===== src/rtl/mem_port_arbiter.sv =====
// Shares the single data-cache port between issue lanes A (older) and B
// (younger) of the Memory stage. Accesses are serialized A-then-B over the
// Den/DReady handshake while StallM freezes the front of the pipeline.
// Misaligned word accesses are flagged and skipped. A saturating counter
// tracks the number of stalled cycles.
module mem_port_arbiter #(
  parameter int WIDTH = 32,
  parameter int CNT_W = 32
) (
  input  logic             clk,
  input  logic             reset,
  input  logic             MemReqA,
  input  logic             MemReqB,
  input  logic             MemWriteA,
  input  logic             MemWriteB,
  input  logic [WIDTH-1:0] AddrA,
  input  logic [WIDTH-1:0] AddrB,
  input  logic [WIDTH-1:0] WDataA,
  input  logic [WIDTH-1:0] WDataB,
  output logic             Den,
  output logic             DWen,
  output logic [WIDTH-1:0] DAddr,
  output logic [WIDTH-1:0] DWriteData,
  input  logic [WIDTH-1:0] DReadData,
  input  logic             DReady,
  output logic [WIDTH-1:0] ReadDataA,
  output logic [WIDTH-1:0] ReadDataB,
  output logic             AddrErrA,
  output logic             AddrErrB,
  output logic             StallM,
  output logic [CNT_W-1:0] StallCnt
);

  typedef enum logic [1:0] {
    IDLE   = 2'd0,
    SERV_A = 2'd1,
    SERV_B = 2'd2,
    FINISH = 2'd3
  } state_t;

  state_t state;
  state_t state_next;

  logic mis_a;
  logic mis_b;
  logic any_req;
  logic go_a;
  logic go_b;
  logic leave_idle;

  // Increment that sticks at all-ones instead of wrapping.
  function automatic logic [CNT_W-1:0] sat_inc(input logic [CNT_W-1:0] v);
    if (v == {CNT_W{1'b1}}) begin
      return v;
    end
    return v + 1'b1;
  endfunction

  // A lane is only sent to the cache when it requests and is word aligned.
  assign mis_a      = (AddrA[1:0] != 2'b00);
  assign mis_b      = (AddrB[1:0] != 2'b00);
  assign any_req    = MemReqA | MemReqB;
  assign go_a       = MemReqA & ~mis_a;
  assign go_b       = MemReqB & ~mis_b;
  assign leave_idle = (state == IDLE) && any_req;

  // State register; reset abandons any in-flight cache request.
  always_ff @(posedge clk or posedge reset) begin
    if (reset) begin
      state <= IDLE;
    end else begin
      state <= state_next;
    end
  end

  // Next-state: A before B, misaligned lanes skipped entirely.
  always_comb begin
    state_next = state;
    unique case (state)
      IDLE: begin
        if (go_a) begin
          state_next = SERV_A;
        end else if (go_b) begin
          state_next = SERV_B;
        end else if (any_req) begin
          state_next = FINISH;
        end
      end
      SERV_A: begin
        if (DReady) begin
          state_next = go_b ? SERV_B : FINISH;
        end
      end
      SERV_B: begin
        if (DReady) begin
          state_next = FINISH;
        end
      end
      FINISH: begin
        state_next = IDLE;
      end
      default: begin
        state_next = IDLE;
      end
    endcase
  end

  // Cache-port drive and pipeline stall; bus is zero outside SERV states.
  always_comb begin
    Den        = 1'b0;
    DWen       = 1'b0;
    DAddr      = '0;
    DWriteData = '0;
    StallM     = 1'b0;
    unique case (state)
      IDLE: begin
        StallM = any_req & ~reset;
      end
      SERV_A: begin
        Den        = 1'b1;
        DWen       = MemWriteA;
        DAddr      = AddrA;
        DWriteData = WDataA;
        StallM     = 1'b1;
      end
      SERV_B: begin
        Den        = 1'b1;
        DWen       = MemWriteB;
        DAddr      = AddrB;
        DWriteData = WDataB;
        StallM     = 1'b1;
      end
      FINISH: begin
        StallM = 1'b0;
      end
      default: begin
        StallM = 1'b0;
      end
    endcase
  end

  // Load capture per lane; stores leave the last loaded value untouched.
  always_ff @(posedge clk or posedge reset) begin
    if (reset) begin
      ReadDataA <= '0;
      ReadDataB <= '0;
    end else begin
      if ((state == SERV_A) && DReady && !MemWriteA) begin
        ReadDataA <= DReadData;
      end
      if ((state == SERV_B) && DReady && !MemWriteB) begin
        ReadDataB <= DReadData;
      end
    end
  end

  // Misalignment flags for the pair, latched as the pair is accepted.
  always_ff @(posedge clk or posedge reset) begin
    if (reset) begin
      AddrErrA <= 1'b0;
      AddrErrB <= 1'b0;
    end else if (leave_idle) begin
      AddrErrA <= MemReqA & mis_a;
      AddrErrB <= MemReqB & mis_b;
    end
  end

  // Performance counter of stalled cycles.
  always_ff @(posedge clk or posedge reset) begin
    if (reset) begin
      StallCnt <= '0;
    end else if (StallM) begin
      StallCnt <= sat_inc(StallCnt);
    end
  end

endmodule


===== config.mk =====
export PLATFORM = sky130hd
export DESIGN_NAME = mem_port_arbiter
export DESIGN_NICKNAME = d
export VERILOG_FILES = /design/src/rtl/mem_port_arbiter.sv
export SDC_FILE = /design/constraint.sdc
export NUM_CORES = 1
export LEC_CHECK = 0
export ABC_AREA = 1
export CORE_ASPECT_RATIO = 0.5
export CORE_MARGIN = 2
export CORE_UTILIZATION = 39
export DETAILED_ROUTE_END_ITERATION = 8
export PLACE_DENSITY_LB_ADDON = 0.1
export SLEW_MARGIN = 20
export SYNTH_ARGS = -nofsm -noshare
export SYNTH_HDL_FRONTEND = slang
export SYNTH_SLANG_ARGS = --single-unit

===== constraint.sdc =====
create_clock -name clk -period 3.8 [get_ports clk]
set_input_delay 0.38 -clock clk [delete_from_list [all_inputs] [get_ports clk]]
set_output_delay 0.38 -clock clk [all_outputs]
set_load 0.01 [all_outputs]

==> impl_metrics.yaml <==
synthesis:
  synth_top_area_frac: 0.4411
  synth_compound_area_frac: 0.1264
  synth_top_family_by_area: "simple AND/OR/NAND/NOR gates"
  synth_area_leader_cell: "dfrtp_1"
  synth-xor-area-share: 0.01544
  synthMuxAreaShare: 0
  ys_seq_elements: 100
  synthDistinctLibCells: 28
  synth_cells: 820
  synth_fp_nets: 991
  ys_warn_count: 0
  avgSynthCellArea_um2: 6.918
  synth_area_leaders: "dfrtp_1, nand2_1, o21ai_0, a21oi_1, inv_1"
  yosys.area_share.simple: 0.3333
  ys_seq_area_frac: 0.4411
  synthAdderAreaFrac: 0.008822
  netlist_area_um2: 5673
clock_tree:
  post_cts_resized: 0
  cts_hold_buf: 0
  cts_setup_buffers: 0
  ctsHtreeMaxLevel: 3
  clockBufferDepth: 2
  clk_latency_ns: 0.34
  cts_tree: "built"
  cts_inserted_buffers: 9
  clk_root_buffer_cell: "clkbuf_16"
  cts_sinks: 100
  path_clk_slew_ns: 0.07
layout:
  layout_common_cells: "nand2_1, clkdlybuf4s50_1, dfrtp_1, o21ai_0, a21oi_1"
  fin_nets: 1301
  fin_cells: 1332
  antenna_cells: 0
  design_area_um2: 9438
  syn_to_final_growth_pct: 66.37
  drive_gt1_frac: 0.04056
  final_common_cell: "nand2_1"
setup_path:
  critical_path_peak_fanout: 39
  crit_path_end_kind: "output pin"
  crit_type: "reg -> out"
  crit_path_start_kind: "flip-flop"
  cp.required_ns: 3.42
  cp_data_arrival_time_ns: 2.61
placement:
  dp_hpwl_um: 15700
  placed_area_um2: 9124
  dp_slack_ns: 0.9751
  place_inst: 1317
  port_buffers: 331
  place_congestion: 0.9149
drt:
  via_per_inst: 4.815
  antenna_left: 0
  firstDrtPassIters: 5
  wl_per_cell_um: 15.56
  drt_iter0_markers: 501
  wl_um: 20730
  num_vias: 6414
  drc: 0
floorplan:
  die_area_um2: 15590
  rows: 31
  die_width_um: 174.6
  initial_utilization: 0.3953
  fp.coreArea_um2: 14350
  ios: 332
  die_y_um: 89.28
timing:
  finalSetupViolCount: 0
  finalCritPeriodShare: 0.7881
  hold_viol_final: 0
  slew_violations: 0
  rsz0062_at_grt: "no"
  tightest_slew_ns: 1.012
  fin_skew_ns: 0.007748
  period_minus_slack_ns: 2.995
  setup_slack_ns: 0.8053
  max_freq_mhz: 333.9
  slew_headroom: 0.3227
  hold_ws_ns: 0.4844
  fin_tns_setup_ns: 0
grt:
  antenna_found_initial: 0
  grt_pass1_vias: 5961
  grt_overflow: 0
  grt_max_degree: 65
  grtUsageTotal: 0.2622
  grt_pass1_wl_um: 32410
min_path:
  hp-class: "reg -> reg"
power:
  p_per_area_nw_per_um2: 674.9
  power_leakage_nw: 4.036
  ir_worst_vdd_v: 0.0003771
flow_run:
  cap_viol_max_count: 0
run_status:
  status: "complete, no violations"
==> registers in the layout, indices dropped and copies added, names as in the netlist <==
signal and flops:
AddrErrA 1, StallCnt 32, ReadDataA 32, AddrErrB 1, ReadDataB 32, state 2
==> per-layer routing <==
layer	wire (µm)	track usage	vias up	part of all wire
met5	0	0	-	0
met4	286	0.05682	0	0.014
met3	1682	0.06207	26	0.081
met2	9834	0.4441	256	0.47
met1	8923	0.3490	2941	0.43
li1	-	-	3191	-
==> cell usage after synthesis <==
| library cell | count |
|---|---|
| xor2_1 | 8 |
| buf_2 | 2 |
| nand2_8 | 1 |
| nand4_1 | 9 |
| o211ai_1 | 1 |
| xnor2_1 | 2 |
| a21oi_1 | 69 |
| nor2_1 | 52 |
| buf_1 | 8 |
| a21oi_2 | 1 |
| nand2_1 | 354 |
| nor3_1 | 2 |
| dfrtp_1 | 100 |
| nand2_2 | 4 |
| nand2_4 | 2 |
| buf_6 | 3 |
| nor2_4 | 4 |
| nand3b_1 | 6 |
| buf_4 | 1 |
| inv_4 | 1 |
| o21ai_0 | 71 |
| nor2_8 | 1 |
| inv_2 | 2 |
| inv_1 | 63 |
| nand3_1 | 22 |
| ha_1 | 4 |
| clkbuf_1 | 25 |
| nor2_2 | 2 |
==> layout make-up <==
type,instances,area (µm²)
Inverter,66,252.7
Tap cell,198,247.7
Fill cell,1257,4913
Clock inverter,4,56.30
Clock buffer,11,252.7
Sequential cell,100,2502
Multi-Input combinational cell,615,2760
Timing Repair Buffer,338,3366
==> report_power, final <==
part,switching (W),internal [W],total [W]
logic,0.00192,0.00181,0.00373
registers,0.000246,0.00145,0.00169
clock network,0.000399,0.000549,0.000948
total,0.00257,0.00380,0.00637
==> logic make-up (layout without fill, tap and decap cells) <==
| kind of cell | Yosys count | after routing |
|---|---|---|
| compound gates | 142 | 142 |
| xor+xnor | 10 | 10 |
| buf+inv | 105 | 419 |
| simple gates | 459 | 459 |
| fa+ha+maj | 4 | 4 |
| flops | 100 | 100 |
==> final timing paths <==
path	start	endpoint	slack, ns	cells past startpoint
max in group asynchronous	reset	StallCnt[1]	2.06	4
setup reg to reg	state[1]	ReadDataA[27]	1.00	7
min in group asynchronous	reset	ReadDataB[2]	0.58	3
hold / removal	ReadDataB[14]	ReadDataB[14]	0.48	2
hold reg to reg	ReadDataB[14]	ReadDataB[14]	0.48	2
setup / recovery	state[1]	StallM	0.81	7
==> per-stage QoR <==
step	total power, W	utilization
global route	0.006819	0.6576
global placement	0.005366	0.6357
detailed placement	0.005439	0.6357
finish	0.006370	0.6576
floorplan	0.003433	-
CTS	0.006423	0.6573
==> worst max-delay path: stages (launching register included) <==
cell,delay [ns]
dfrtp_1,0.38
inv_1,0.08
ha_1,0.30
inv_2,0.48
nor2_1,0.16
a21oi_2,0.26
inv_2,0.13
clkdlybuf4s50_1,0.49
No activity file was read; power rests on OpenSTA's default activity.
==> patch, RTL diff (config.mk and constraints unchanged) <==
Set the parameter `CNT_W` to 24 (it was 32).
--- a/src/rtl/mem_port_arbiter.sv
+++ b/src/rtl/mem_port_arbiter.sv
@@ -7,3 +7,3 @@
   parameter int WIDTH = 32,
-  parameter int CNT_W = 32
+  parameter int CNT_W = 24
 ) (
Ports: changed (resized StallCnt); port bits go from 332 to 324. No check against the original RTL was run, so the function may have changed too.
==> patch against the unedited design <==
Worst setup slack about the same. Design area down 7.9%. Register-to-register slack better by 0.70 ns. Fmax about the same. Count of clock-buffer cells in the layout down 1. Sequential cell count down 8. Synthesized area down 10%. Hold slack worse by 0.18 ns. Wire length down 13%. Non-clock buffer count down 10. Total power down 5.6%.
==> patch: results (changes against the unedited design) <==
{
  "first_iter_violations": {"value": 381, "change": "was 501"},
  "netlist_instances": {"value": 722, "change": "was 820"},
  "worst_setup_path_endpoint": {"value": "DAddr[15]", "change": "was StallM"},
  "netlist_top_cells_area": {"value": "sky130_fd_sc_hd__dfrtp_1 (45%), sky130_fd_sc_hd__nand2_1 (23%), sky130_fd_sc_hd__o21ai_0 (7.2%)", "change": "was sky130_fd_sc_hd__dfrtp_1 (44%), sky130_fd_sc_hd__nand2_1 (23%), sky130_fd_sc_hd__o21ai_0 (6.3%)"},
  "seq_area_frac_synth": {"value": 45.3, "unit": "%", "change": "was 44.1%"},
  "postSynthNetCount": {"value": 894, "change": "was 991"},
  "globalRouteMet1Util": {"value": 31.7, "unit": "%", "change": "was 34.9%"},
  "gr-usage-met3": {"value": 7.16, "unit": "%", "change": "was 6.21%"},
  "critPathMaxStageDelay": {"value": 0.54, "unit": "ns", "change": "was 0.49 ns"},
  "vdd_drop_max": {"value": 0.434, "unit": "mV", "change": "was 0.377 mV"},
  "wire_per_inst": {"value": 15.0, "unit": "um", "change": "was 15.6 um"},
  "slew_headroom": {"value": 37.4, "unit": "%", "change": "was 32.3%"},
  "grt_start_max_net_pins": {"value": 77, "change": "was 65"},
  "detailroute.via_count": {"value": 5671, "change": "was 6414"},
  "path_max_fanout": {"value": 54, "change": "was 39"},
  "status": {"value": "complete, no violations", "change": "unchanged"},
  "grt_first_pass_wirelength": {"value": 27900, "unit": "um", "change": "was 32400 um"},
  "grt_util_all_layers": {"value": 25.3, "unit": "%", "change": "was 26.2%"},
  "netlist-cell-type-count": {"value": 27, "change": "was 28"},
  "synth_top_cells_by_count": {"value": "sky130_fd_sc_hd__nand2_1 (316), sky130_fd_sc_hd__dfrtp_1 (92), sky130_fd_sc_hd__o21ai_0 (73)", "change": "was sky130_fd_sc_hd__nand2_1 (354), sky130_fd_sc_hd__dfrtp_1 (100), sky130_fd_sc_hd__o21ai_0 (71)"},
  "placement.io_buffers": {"value": 323, "change": "was 331"},
  "worst_reg_to_reg_setup_slack": {"value": 1.70, "unit": "ns", "change": "was 1.00 ns"},
  "worst-r2r-cell-count": {"value": 6, "change": "was 7"},
  "r2r-end": {"value": "ReadDataB[21]$_DFFE_PP0P_", "change": "was ReadDataA[27]$_DFFE_PP0P_"},
  "layout-drive-gt1-share": {"value": 3.40, "unit": "%", "change": "was 4.06%"}
}
## patch: report_power, final
| part | switching (mW) | internal [mW] | leakage [nW] |
|---|---|---|---|
| clock network | 0.384 | 0.449 | 0.133 |
| logic | 1.87 | 1.75 | 2.43 |
| registers | 0.225 | 1.34 | 1.18 |
| total | 2.48 | 3.54 | 3.74 |
## patch: layout make-up
cell class	count	area, um^2
fillers	1106	4010
repair buffers	328	3270
multi-input cells	542	2430
flip-flops and latches	92	2300
clock buffers	10	229
well taps	170	213
inverters	50	194
clock inverters	6	47.5
## patch: kinds of logic (layout without fill, tap and decap cells)
kind of cell,after synthesis,after routing,share of synthesized area (%)
simple gates,380,380,29.6
xor+xnor,16,16,2.75
flops,92,92,45.3
fa+ha+maj,5,5,1.23
compound gates,141,141,14.0
buf+inv,88,394,7.16
## patch: per-layer routing
layer | up-vias | wire length [um]
met5 | - | 0
met4 | 0 | 329
met3 | 29 | 1480
met2 | 181 | 8770
met1 | 2605 | 7390
li1 | 2856 | -
## patch: stage by stage
step | hold slack, ns | total power, mW | cell area, um^2 | setup WS, ns
after floorplan | 0.519 | 3.31 | 5090 | 0.563
after global placement | 0.466 | 5.13 | 8410 | 1.18
after detailed placement | 0.472 | 5.21 | 8410 | 1.16
after CTS | 0.304 | 6.08 | 8680 | 0.794
after global routing | 0.334 | 6.47 | 8690 | 0.619
final | 0.302 | 6.02 | 8690 | 0.805
## patch: worst max-delay path: cells and delay by family (launching register included)
kind                       cells  cell delay, ns
DFF                            1            0.38
and+or+nand+nor                1            0.17
AOI/OAI and AO/OA              1            0.17
adders and majority gates      1            0.37
buffers and inverters          3            1.16
## patch: worst min-delay path by stage
stage / start / to / slack (ns) / cells after the start
after floorplan: ReadDataA[0]$_DFFE_PP0P_ / ReadDataA[0]$_DFFE_PP0P_ / 0.52 / 2
after global placement: ReadDataA[5]$_DFFE_PP0P_ / ReadDataA[5]$_DFFE_PP0P_ / 0.47 / 2
after detailed placement: ReadDataB[28]$_DFFE_PP0P_ / ReadDataB[28]$_DFFE_PP0P_ / 0.47 / 2
after CTS: reset / StallCnt[0]$_DFFE_PP0P_ / 0.30 / 2
after global routing: reset / StallCnt[20]$_DFFE_PP0P_ / 0.33 / 2
final: reset / StallCnt[20]$_DFFE_PP0P_ / 0.30 / 2
